[src/rtl/ldst_ctrl_pkg.sv]
// Shared state codes, opcode values and helpers for the ld/ldi/st control sequencer.
package ldst_ctrl_pkg;

  // State codes double as the tstate debug value.
  localparam logic [3:0] ST_RESET = 4'd0;
  localparam logic [3:0] ST_T0    = 4'd1;
  localparam logic [3:0] ST_T1    = 4'd2;
  localparam logic [3:0] ST_T2    = 4'd3;
  localparam logic [3:0] ST_T3    = 4'd4;
  localparam logic [3:0] ST_T4    = 4'd5;
  localparam logic [3:0] ST_T5    = 4'd6;
  localparam logic [3:0] ST_T6    = 4'd7;
  localparam logic [3:0] ST_T7    = 4'd8;
  localparam logic [3:0] ST_DEC   = 4'd9;
  localparam logic [3:0] ST_HALT  = 4'd15;

  localparam logic [4:0] OPC_LD   = 5'b00000;
  localparam logic [4:0] OPC_LDI  = 5'b00001;
  localparam logic [4:0] OPC_ST   = 5'b00010;
  localparam logic [4:0] OPC_NOP  = 5'b11010;
  localparam logic [4:0] OPC_HALT = 5'b11011;

  typedef enum logic [1:0] {
    KIND_LD   = 2'd0,
    KIND_LDI  = 2'd1,
    KIND_ST   = 2'd2,
    KIND_NONE = 2'd3
  } op_kind_t;

  function automatic int wait_cnt_w(input int mem_wait);
    return (mem_wait < 1) ? 1 : $clog2(mem_wait + 1);
  endfunction

endpackage

[src/rtl/ldst_control_unit_mem_wait_counter.sv]
// Memory wait-state counter: cleared by load, counts up while enabled, done at MEM_WAIT.
module mem_wait_counter
  import ldst_ctrl_pkg::*;
#(
  parameter int MEM_WAIT = 0
) (
  input  logic clk,
  input  logic rst,
  input  logic load,
  input  logic en,
  output logic done,
  output logic first
);

  localparam int CW = wait_cnt_w(MEM_WAIT);
  localparam logic [CW-1:0] LAST = CW'(MEM_WAIT);

  logic [CW-1:0] cnt;

  always_ff @(posedge clk or posedge rst) begin
    if (rst)
      cnt <= '0;
    else if (load)
      cnt <= '0;
    else if (en && !done)
      cnt <= cnt + CW'(1);
  end

  assign done  = (cnt == LAST);
  assign first = (cnt == '0);

endmodule

[src/rtl/ldst_control_unit.sv]
// Moore control sequencer: fetch T0-T2, DEC, then ld/ldi/st execute steps with stop/start handshake.
// Optional LDST_ILLEGAL_TRAP_EN: unknown opcodes halt and raise a sticky illegal flag.
module ldst_control_unit
  import ldst_ctrl_pkg::*;
#(
  parameter int                     OPCODE_W = 5,
  parameter int                     MEM_WAIT = 0,
  parameter logic [OPCODE_W-1:0]    OP_LD    = OPCODE_W'(OPC_LD),
  parameter logic [OPCODE_W-1:0]    OP_LDI   = OPCODE_W'(OPC_LDI),
  parameter logic [OPCODE_W-1:0]    OP_ST    = OPCODE_W'(OPC_ST),
  parameter logic [OPCODE_W-1:0]    OP_NOP   = OPCODE_W'(OPC_NOP),
  parameter logic [OPCODE_W-1:0]    OP_HALT  = OPCODE_W'(OPC_HALT)
) (
  input  logic                Clock,
  input  logic                Reset,
  input  logic [OPCODE_W-1:0] opcode,
  input  logic                Start,
  input  logic                Stop,
  output logic                Run,
  output logic                PCout,
  output logic                MARin,
  output logic                IncPC,
  output logic                Zin,
  output logic                ZLOout,
  output logic                PCin,
  output logic                Read,
  output logic                write,
  output logic                MDRin,
  output logic                MDRout,
  output logic                IRin,
  output logic                Gra,
  output logic                Grb,
  output logic                Rin,
  output logic                Rout,
  output logic                BAout,
  output logic                Yin,
  output logic                Cout,
  output logic                ADD,
  output logic [3:0]          tstate
`ifdef LDST_ILLEGAL_TRAP_EN
  ,
  output logic                illegal
`endif
);

  logic [3:0] state, state_nxt;
  op_kind_t   kind, kind_nxt;
  logic       stop_pend;
  logic       end_instr;
  logic       wc_load, wc_en, wc_done, wc_first;
`ifdef LDST_ILLEGAL_TRAP_EN
  logic       trap;
`endif

  assign wc_load = (state == ST_T0) || (state == ST_T5);
  assign wc_en   = (state == ST_T1) || (state == ST_T6);

  mem_wait_counter #(.MEM_WAIT(MEM_WAIT)) u_wait (
    .clk  (Clock),
    .rst  (Reset),
    .load (wc_load),
    .en   (wc_en),
    .done (wc_done),
    .first(wc_first)
  );

  always_comb begin
    state_nxt = state;
    kind_nxt  = kind;
    end_instr = 1'b0;
`ifdef LDST_ILLEGAL_TRAP_EN
    trap      = 1'b0;
`endif
    case (state)
      ST_RESET: state_nxt = ST_T0;
      ST_T0:    state_nxt = ST_T1;
      ST_T1:    if (wc_done) state_nxt = ST_T2;
      ST_T2:    state_nxt = ST_DEC;
      ST_DEC: begin
        if (opcode == OP_LD) begin
          kind_nxt  = KIND_LD;
          state_nxt = ST_T3;
        end else if (opcode == OP_LDI) begin
          kind_nxt  = KIND_LDI;
          state_nxt = ST_T3;
        end else if (opcode == OP_ST) begin
          kind_nxt  = KIND_ST;
          state_nxt = ST_T3;
        end else if (opcode == OP_HALT) begin
          kind_nxt  = KIND_NONE;
          state_nxt = ST_HALT;
        end else if (opcode == OP_NOP) begin
          kind_nxt  = KIND_NONE;
          end_instr = 1'b1;
        end else begin
          kind_nxt  = KIND_NONE;
`ifdef LDST_ILLEGAL_TRAP_EN
          trap      = 1'b1;
          state_nxt = ST_HALT;
`else
          end_instr = 1'b1;
`endif
        end
      end
      ST_T3: state_nxt = ST_T4;
      ST_T4: state_nxt = ST_T5;
      ST_T5: begin
        if (kind == KIND_LDI) end_instr = 1'b1;
        else                  state_nxt = ST_T6;
      end
      ST_T6: if (kind != KIND_LD || wc_done) state_nxt = ST_T7;
      ST_T7: end_instr = 1'b1;
      ST_HALT: if (Start) state_nxt = ST_T0;
      default: state_nxt = ST_RESET;
    endcase
    // A Stop arriving in the final step still counts toward this boundary.
    if (end_instr)
      state_nxt = (stop_pend || Stop) ? ST_HALT : ST_T0;
  end

  always_ff @(posedge Clock or posedge Reset) begin
    if (Reset) begin
      state     <= ST_RESET;
      kind      <= KIND_NONE;
      stop_pend <= 1'b0;
    end else begin
      state <= state_nxt;
      kind  <= kind_nxt;
      if (state_nxt == ST_HALT)
        stop_pend <= 1'b0;
      else if (Stop && Run)
        stop_pend <= 1'b1;
    end
  end

`ifdef LDST_ILLEGAL_TRAP_EN
  always_ff @(posedge Clock or posedge Reset) begin
    if (Reset)
      illegal <= 1'b0;
    else if (trap)
      illegal <= 1'b1;
    else if (state == ST_HALT && Start)
      illegal <= 1'b0;
  end
`endif

  always_comb begin
    Run    = (state != ST_RESET) && (state != ST_HALT);
    tstate = state;
    PCout  = 1'b0;
    MARin  = 1'b0;
    IncPC  = 1'b0;
    Zin    = 1'b0;
    ZLOout = 1'b0;
    PCin   = 1'b0;
    Read   = 1'b0;
    write  = 1'b0;
    MDRin  = 1'b0;
    MDRout = 1'b0;
    IRin   = 1'b0;
    Gra    = 1'b0;
    Grb    = 1'b0;
    Rin    = 1'b0;
    Rout   = 1'b0;
    BAout  = 1'b0;
    Yin    = 1'b0;
    Cout   = 1'b0;
    ADD    = 1'b0;
    case (state)
      ST_T0: begin
        PCout = 1'b1;
        MARin = 1'b1;
        IncPC = 1'b1;
        Zin   = 1'b1;
      end
      ST_T1: begin
        Read   = 1'b1;
        ZLOout = wc_first;
        PCin   = wc_first;
        MDRin  = wc_done;
      end
      ST_T2: begin
        MDRout = 1'b1;
        IRin   = 1'b1;
      end
      ST_T3: begin
        Grb   = 1'b1;
        BAout = 1'b1;
        Yin   = 1'b1;
      end
      ST_T4: begin
        Cout = 1'b1;
        ADD  = 1'b1;
        Zin  = 1'b1;
      end
      ST_T5: begin
        ZLOout = 1'b1;
        if (kind == KIND_LDI) begin
          Gra = 1'b1;
          Rin = 1'b1;
        end else begin
          MARin = 1'b1;
        end
      end
      ST_T6: begin
        if (kind == KIND_ST) begin
          Gra   = 1'b1;
          Rout  = 1'b1;
          MDRin = 1'b1;
        end else begin
          Read  = 1'b1;
          MDRin = wc_done;
        end
      end
      ST_T7: begin
        MDRout = 1'b1;
        if (kind == KIND_ST) begin
          write = 1'b1;
        end else begin
          Gra = 1'b1;
          Rin = 1'b1;
        end
      end
      default: ;
    endcase
  end

endmodule

[config.mk]
export PLATFORM = sky130hd
export DESIGN_NAME = ldst_control_unit
export DESIGN_NICKNAME = d
export VERILOG_FILES = /design/src/rtl/ldst_ctrl_pkg.sv /design/src/rtl/ldst_control_unit_mem_wait_counter.sv /design/src/rtl/ldst_control_unit.sv
export SDC_FILE = /design/constraint.sdc
export NUM_CORES = 1
export LEC_CHECK = 0
export CORE_MARGIN = 2
export CORE_UTILIZATION = 39
export CTS_BUF_LIST = sky130_fd_sc_hd__clkbuf_16
export DETAILED_ROUTE_END_ITERATION = 10
export MAX_ROUTING_LAYER = met4
export PLACE_DENSITY = 0.74
export SLEW_MARGIN = 20
export SYNTH_ARGS = -nofsm -noshare
export SYNTH_HDL_FRONTEND = slang
export SYNTH_SLANG_ARGS = --single-unit
[constraint.sdc]
create_clock -name Clock -period 1.5 [get_ports Clock]
set_input_delay 0.3 -clock Clock [delete_from_list [all_inputs] [get_ports Clock]]
set_output_delay 0.3 -clock Clock [all_outputs]
set_load 0.01 [all_outputs]
Word level (Yosys, flattened, before mapping)

Cells that the tools add are included.
W data, S select, Z words.

Flip-flop bits (word level): 8
Output and inout port bits: 24
Logic and storage cells: 81
Input bits: 9

Bitwise operators: 1
Muxes and demuxes: 43
$add $sub $neg: 1
Equal/unequal tests: 17
Reductions and logical operators: 15

Operator list:

| cell                  | number |
|---|---|
| $pmux W4 S11          | 1 |
| $mux W4               | 10 |
| $mux W1               | 23 |
| $eq A4 B3 Y1 const B  | 4 |
| $eq A4 B4 Y1 const B  | 4 |
| $pmux W1 S2           | 5 |
| $eq A4 B2 Y1 const B  | 2 |
| $pmux W1 S3           | 2 |
| $reduce_bool A2 Y1    | 3 |
| $eq A5 B1 Y1 const B  | 1 |
| $eq A5 B2 Y1 const B  | 1 |
| $eq A5 B5 Y1 const B  | 1 |
| $logic_not A5 Y1      | 1 |
| $eq A4 B1 Y1 const B  | 1 |
| $logic_not A4 Y1      | 1 |
| $logic_or A1 B1 Y1    | 4 |
| $mux W2               | 2 |
| $ne A4 B4 Y1 const B  | 1 |
| $reduce_bool A4 Y1    | 1 |
| $reduce_or A2 Y1      | 2 |
| $logic_and A1 B1 Y1   | 3 |
| $eq A2 B1 Y1 const B  | 1 |
| $eq A2 B2 Y1 const B  | 1 |
| $add A1 B1 Y1 const B | 1 |
| $not A1 Y1            | 1 |

Logic depth before layout (Yosys ltp)

Gate-level depths: netlist (run 1).

Depth in word-level cells: 9
Depth in mapped cells: 6
Depth with buffers taken out: 4

By module

A second synthesis (run 1) with hierarchy kept.

Cells, all modules: 114
Area, all modules: 865.8 um^2

Modules (own cells, without submodules):

| module            | area each (um^2) | times used | cells an instance | sequential area each (um^2) |
|---|---|---|---|---|
| ldst_control_unit | 813.3            | 1          | 109               | 177.7 |
| mem_wait_counter  | 52.6             | 1          | 5                 | 25.0 |

Worst setup path after synthesis (run 1)

No wires, ideal clock.

Path kind: flip-flop to output port
Start: register state[2], in the netlist tstate[2]
End: output port PCout
Slack: -182 ps
Path buffers: 3
Arrival: 1,382 ps
Cell stages (with the launch flop): 5
Required time: 1,200 ps
Path through: dfrtp_1 -> buf_4 -> clkbuf_1 -> nor3_1 -> buf_4

Longest elaborated chain between the ends: 2

RTL lines:

| item                   | RTL line                 | source |
|---|---|---|
| start, declared        | ldst_control_unit.sv:46  | `logic [3:0] state, state_nxt;` |
| start signal, assigned | ldst_control_unit.sv:127 | `state <= state_nxt;` |
| $eq A4 B1 Y1           | -                        |  |
| $mux W1                | -                        |  |
| end, declared          | ldst_control_unit.sv:20  | `output logic PCout,` |

Every way passes these cells.

Final worst setup path (run 1)

Start: register state[2], in the netlist tstate[2]
End: output port Gra

Longest elaborated chain between the ends: 2
Elaborated cells between the ends (all ways): 4

RTL lines:

| item                                         | RTL line                 | source |
|---|---|---|
| $eq A4 B4 Y1 or $eq A4 B3 Y1 (tied branches) | ldst_control_unit.sv:169 | `case (state)` |
| $pmux W1 S3 (*)                              | ldst_control_unit.sv:169 |  |
| end, declared                                | ldst_control_unit.sv:31  | `output logic Gra,` |

Every way passes the cells marked *; elsewhere a longest branch is shown, timed or not.

==> results of run 1 <==
==> power by group <==
group / total [mW] / switching (mW) / internal [mW]
Sequential: 0.421 / 0.0949 / 0.326
Combinational: 3.62 / 1.84 / 1.78
Clock: 0.461 / 0.113 / 0.348
Total: 4.50 / 2.05 / 2.45
==> metal layers <==
| metal | share of wire | track usage | vias to the layer above |
|---|---|---|---|
| met1 | 0.37 | 0.383 | 651 |
| li1 | - | - | 586 |
| met3 | 0.090 | 0.0546 | 42 |
| met5 | 0 | - | - |
| met4 | 0.067 | 0.197 | 0 |
| met2 | 0.47 | 0.652 | 105 |
==> cell families after synthesis <==
kind of cell	count (synthesis)	share of synthesized area
AOI/OAI and AO/OA	37	0.338
buffers and inverters	16	0.111
DFF	8	0.230
muxes	1	0.0114
and+or+nand+nor	49	0.310
==> state kept, by name, summed over array words and instances, names as in the netlist <==
signal      cells
kind            2
stop_pend       1
tstate          4
u_wait.cnt      1
==> layout by cell type (no fill, tap or decap), types with 3 or more instances in the layout <==
cell type / instances
clkbuf_16: 3
nor3_2: 4
dfrtp_1: 3
clkdlybuf4s50_1: 5
inv_1: 4
nor3_4: 3
nor2_1: 10
o21ai_1: 3
o22ai_1: 3
buf_2: 13
buf_6: 27
a21oi_2: 3
nand2b_4: 3
buf_4: 37
dlygate4sd2_1: 6
nor2_4: 4
a21oi_1: 7
dfrtp_2: 3
==> layout make-up <==
type	count	area, um2
Tap cell	28	35.0
Multi-Input combinational cell	87	841
Timing Repair Buffer	90	774
Inverter	5	27.5
Fill cell	96	206
Clock inverter	1	3.75
Clock buffer	3	75.1
Sequential cell	8	206
==> worst max path at each step <==
stage / slack [ns] / from / endpoint / cells past startpoint
global placement: -0.45 / tstate[2] / Gra / 5
CTS: -0.33 / tstate[2] / Gra / 5
detailed placement: -0.51 / tstate[2] / Gra / 5
global route: -0.41 / tstate[3] / Gra / 5
finish: -0.38 / tstate[2] / Gra / 5
floorplan: -0.10 / tstate[3] / Gra / 5
==> critical path, cell delays in order (launching register included) <==
cell and delay, ns:
dfrtp_2 0.42, or3b_4 0.39, a21oi_2 0.14, a21oi_2 0.07, o21bai_1 0.17, buf_2 0.16
==> repair_timing <==
item,CTS,global route
setup endpoints to repair,31,28
pin swaps,18,13
buffers inserted,15,6
resized for setup,148,18
==> key figures, run 1 <==
Timing
  • Final setup viols: 28
  • Relative slew slack: 0.734
  • Final WS setup: -0.377 ns
  • Fin crit period: 1.88 ns
  • Unrepaired setup endpoints after global routing: yes
  • Max Slew Vio Count: 0
  • Final setup TNS: -6.29 ns
  • Hold Violations, Final: 0
  • WHS: 0.323 ns
  • Tcrit/Tclk final: 1.25
  • Max frequency: 0.533 GHz
  • Worst slew pin tran: 0.400 ns
  • Clock Skews: 0.00726 ns

Floorplanning
  • Initial Util: 0.406
  • Chip Height: 51.5 um
  • Die width: 51.5 um
  • Die area: 2650 um2
  • Row cnt: 17
  • I/O pins: 33
  • Core area: 2170 um2

Route
  • Wirelength per Cell: 21.6 um
  • DR iter-0 viols: 64
  • Antenna-violating nets left: 0
  • Via count: 1,384
  • Drt pass-1 iters: 4
  • Drt drc: 0
  • Routed vias/inst: 6.23
  • Routed WL: 4.79 mm

Placement
  • Pre-CTS setup slack: -0.511 ns
  • DPL Wire Length: 2.40 mm
  • Dpl cell area: 1490 um2
  • PortBufs: 32
  • Placed cell count: 200
  • GPL Wtd Cong: 0.878

CTS
  • Number of CTS-inserted buffers: 3
  • CTS Hold Bufs: 0
  • CTS max path bufs: 2
  • Max H-tree Level: 1
  • Clk Latency, worst-skew pair: 0.24 ns
  • Clk sinks: 8
  • Clk pin slew, worst setup/hold paths: 0.04 ns
  • Clock root cell: clkbuf_16
  • CTS tree: done

Global route
  • All-Layer GR Usage: 0.364
  • Pin count of the biggest net entering global routing: 17
  • Global-route wire length before repair: 6.82 mm
  • GRT Residual Overflow: 0
  • Vias in the first global route: 1,380
  • Initial antenna violation count: 0

Cells and area
  • Area growth syn-to-layout: 123%
  • Diodes inserted: 0
  • Nets: 204
  • Layout Utilization: 0.905
  • Fin area: 1960 um2
  • Layout Cells excl Fill: 222
  • Layout cells sized above 1: 0.670

Synthesis
  • Synth top cells by count: 14 x nor2_1, 11 x a21oi_1, 10 x buf_4, 8 x nor3_1, 6 x dfrtp_1
  • Syn_area_per_cell: 7.94 um2
  • Top-count cell post-synth: nor2_1
  • Flops & latches, synth: 8
  • FFs w/ async S/R, synth: 1.00
  • Post-synthesis instance area: 881 um2
  • Synth Flop Type: dfrtp_1
  • Post-synth top area share: 0.170
  • Synth area leaders: dfrtp_1 17%, buf_4 8.5%, a21oi_1 6.3%
  • Post-synthesis sequential area ratio: 0.230
  • Synth Instances: 111
  • Post-synth EDFFs: 0
  • Syn Nets: 120
  • Yosys warning count: 0
  • Post-synth top area cell: dfrtp_1
  • Unique masters post-synth: 43

Setup path
  • FF-to-FF path depth: 7
  • Crit path arrival time: 1.58 ns
  • Critical path type: reg -> out
  • CP endpoint kind: output pin
  • Reg2reg start: tstate[2]
  • Crit Reg-Reg Endpoint: stop_pend
  • Critical Path Fanout Max: 2
  • Crit start category: flip-flop
  • Worst reg-to-reg setup slack: -0.29 ns
  • Critical Path RT: 1.20 ns

Power
  • Pwr Total: 4.50 mW
  • Worst VDD drop: 2.02 mV
  • LEAKAGE: 0.879 nW
  • P per Cell Area: 2290 nW/um2

Run status
  • Failing checks: setup timing
  • Status: finished with violations

Job
  • Max cap viols: 0

Hold path
  • Worst hold path class: in -> async
Note: power is estimated with default switching activity, not from simulation.
==> inputs of run 2 (changes only) <==
Settings changed: CAP_MARGIN from default to 20.
==> results of run 2 <==
The final DEF is identical to that of run 1; final timing and power are the same.
==> inputs of run 3 (changes only) <==
Settings changed: CAP_MARGIN 20 to 30, MAX_ROUTING_LAYER met4 to default.
==> run 3 against run 2 <==
- the flow still finishes with violations (setup timing)
- clock skew is 0.0057 ns lower
- sequential share of layout area shrank 0.12 points
- register-to-register slack got worse by 0.04 ns
- utilization is 1.0 points higher
- final area grew 1.1%
- combinational power rose by 1%
- sequential power grew 3%
- critical path depth is 1 higher
- non-clock buffer count rose by 4
- highest routed layer unchanged
==> key figures, run 3 (synthesized netlist as in run 1, its figures left out) <==
Run status
  • Status: finished with violations
  • Failing checks: setup timing

Floorplanning
  • Row cnt: 17
  • Chip Height: 51.5 um
  • I/O pins: 33
  • Die area: 2650 um2
  • Die width: 51.5 um
  • Core area: 2170 um2
  • Initial Util: 0.406

CTS
  • Clock root cell: clkbuf_16
  • Number of CTS-inserted buffers: 3
  • Clk Latency, worst-skew pair: 0.24 ns
  • Clk pin slew, worst setup/hold paths: 0.04 ns
  • Max H-tree Level: 1
  • CTS max path bufs: 2
  • Clk sinks: 8
  • CTS tree: done

Cells and area
  • Layout Cells excl Fill: 226
  • Layout Utilization: 0.915
  • Diodes inserted: 0
  • Most frequent cells in the layout: 44 x buf_4, 19 x buf_6, 15 x buf_2
  • Nets: 208
  • Commonest non-fill, non-tap cell in the layout: buf_4
  • Fin area: 1990 um2
  • Area growth syn-to-layout: 125%
  • Layout cells sized above 1: 0.712
  • Max FFs per register: 4

Power
  • Worst VDD drop: 2.00 mV
  • LEAKAGE: 0.890 nW
  • P per Cell Area: 2300 nW/um2

Route
  • Routed WL: 4.87 mm
  • Drt pass-1 iters: 4
  • Antenna-violating nets left: 0
  • Routed vias/inst: 6.03
  • Via count: 1,363
  • DR iter-0 viols: 39
  • Wirelength per Cell: 21.6 um
  • Drt drc: 0

Timing
  • Unrepaired setup endpoints after global routing: yes
  • Final setup viols: 28
  • Tcrit/Tclk final: 1.24
  • Worst slew pin tran: 0.399 ns
  • Final setup TNS: -6.90 ns
  • Relative slew slack: 0.732
  • Hold Violations, Final: 0
  • Max Slew Vio Count: 0
  • Fin crit period: 1.87 ns
  • Max frequency: 0.536 GHz
  • Final WS setup: -0.367 ns
  • Clock Skews: 0.00153 ns

Hold path
  • Worst hold path class: in -> async

Global route
  • All-Layer GR Usage: 0.289
  • Pin count of the biggest net entering global routing: 17
  • Initial antenna violation count: 0
  • Global-route wire length before repair: 5.76 mm
  • GRT Residual Overflow: 0
  • Vias in the first global route: 1,259

Placement
  • Dpl cell area: 1460 um2
  • Placed cell count: 196
  • PortBufs: 32
  • GPL Wtd Cong: 0.853
  • DPL Wire Length: 2.28 mm
  • Pre-CTS setup slack: -0.467 ns

Setup path
  • Critical Path Fanout Max: 8
  • Crit start category: flip-flop
  • Critical Path RT: 1.20 ns
  • Critical path type: reg -> out
  • CP endpoint kind: output pin
  • Crit path arrival time: 1.57 ns

Job
  • Max cap viols: 0
[run 3: cell count changes in the layout (fill, tap and decap cells not counted), sizes merged]
| cell | previous run | this run |
|---|---|---|
| buf | 78 | 80 |
| clkbuf | 3 | 4 |
| clkdlybuf4s15 | 1 | 3 |
| clkinv | 0 | 1 |
| clkinvlp | 1 | 0 |
| dlygate4sd2 | 6 | 4 |
| dlymetal6s2s | 0 | 1 |
[run 3: routing by layer]
metal,share of wire,GRT usage,up-vias
met2,0.50,0.502,96
li1,-,-,592
met1,0.38,0.330,647
met3,0.074,0.0460,28
met5,0,0,-
met4,0.052,0.175,0
[run 3: repair_timing]
action                                 in CTS  in global routing
resized for setup                         113                 49
cloned                                      1                  0
pin swaps                                   9                 18
endpoints found under the hold margin       0                  0
buffers inserted                            7                 18
setup endpoints to repair                  31                 30
hold buffers                                0                  0
[run 3: stage by stage]
step | power [mW] | hold slack [ns]
after floorplan | 1.74 | 0.114
after global placement | 2.76 | 0.556
after detailed placement | 2.79 | 0.570
after CTS | 3.62 | 0.321
after global routing | 4.74 | 0.374
final | 4.58 | 0.304
[run 3: worst paths after layout]
path / start / endpoint / slack, ns / cells past startpoint
hold reg to reg: stop_pend / stop_pend / 0.60 / 2
setup / recovery: tstate[3] / ADD / -0.37 / 6
setup reg to reg: tstate[1] / stop_pend / -0.33 / 8
hold / removal: Reset / tstate[3] / 0.30 / 2
max in group asynchronous: Reset / kind[0] / 0.91 / 2
min in group Clock: stop_pend / stop_pend / 0.60 / 2
[run 3: area by class of cell]
| class | count | area (um2) |
|---|---|---|
| Timing Repair Buffer | 94 | 795 |
| Tap cell | 28 | 35.0 |
| Multi-Input combinational cell | 87 | 847 |
| Clock inverter | 1 | 3.75 |
| Sequential cell | 8 | 206 |
| Fill cell | 79 | 184 |
| Clock buffer | 3 | 75.1 |
| Inverter | 5 | 23.8 |
[run 3: critical path, stage by stage (launching register included)]
cell             delay [ns]
dfrtp_1                0.41
buf_4                  0.20
clkinv_1               0.07
nand2_1                0.09
buf_4                  0.17
nor2_2                 0.14
clkdlybuf4s15_2        0.24
[run 3: report_power, final]
group | total, mW | switching [mW] | leakage [nW] | internal, mW
clock network | 0.467 | 0.119 | 0.0423 | 0.348
registers | 0.434 | 0.108 | 0.0912 | 0.327
logic | 3.67 | 1.83 | 0.756 | 1.84
total | 4.58 | 2.06 | 0.890 | 2.52
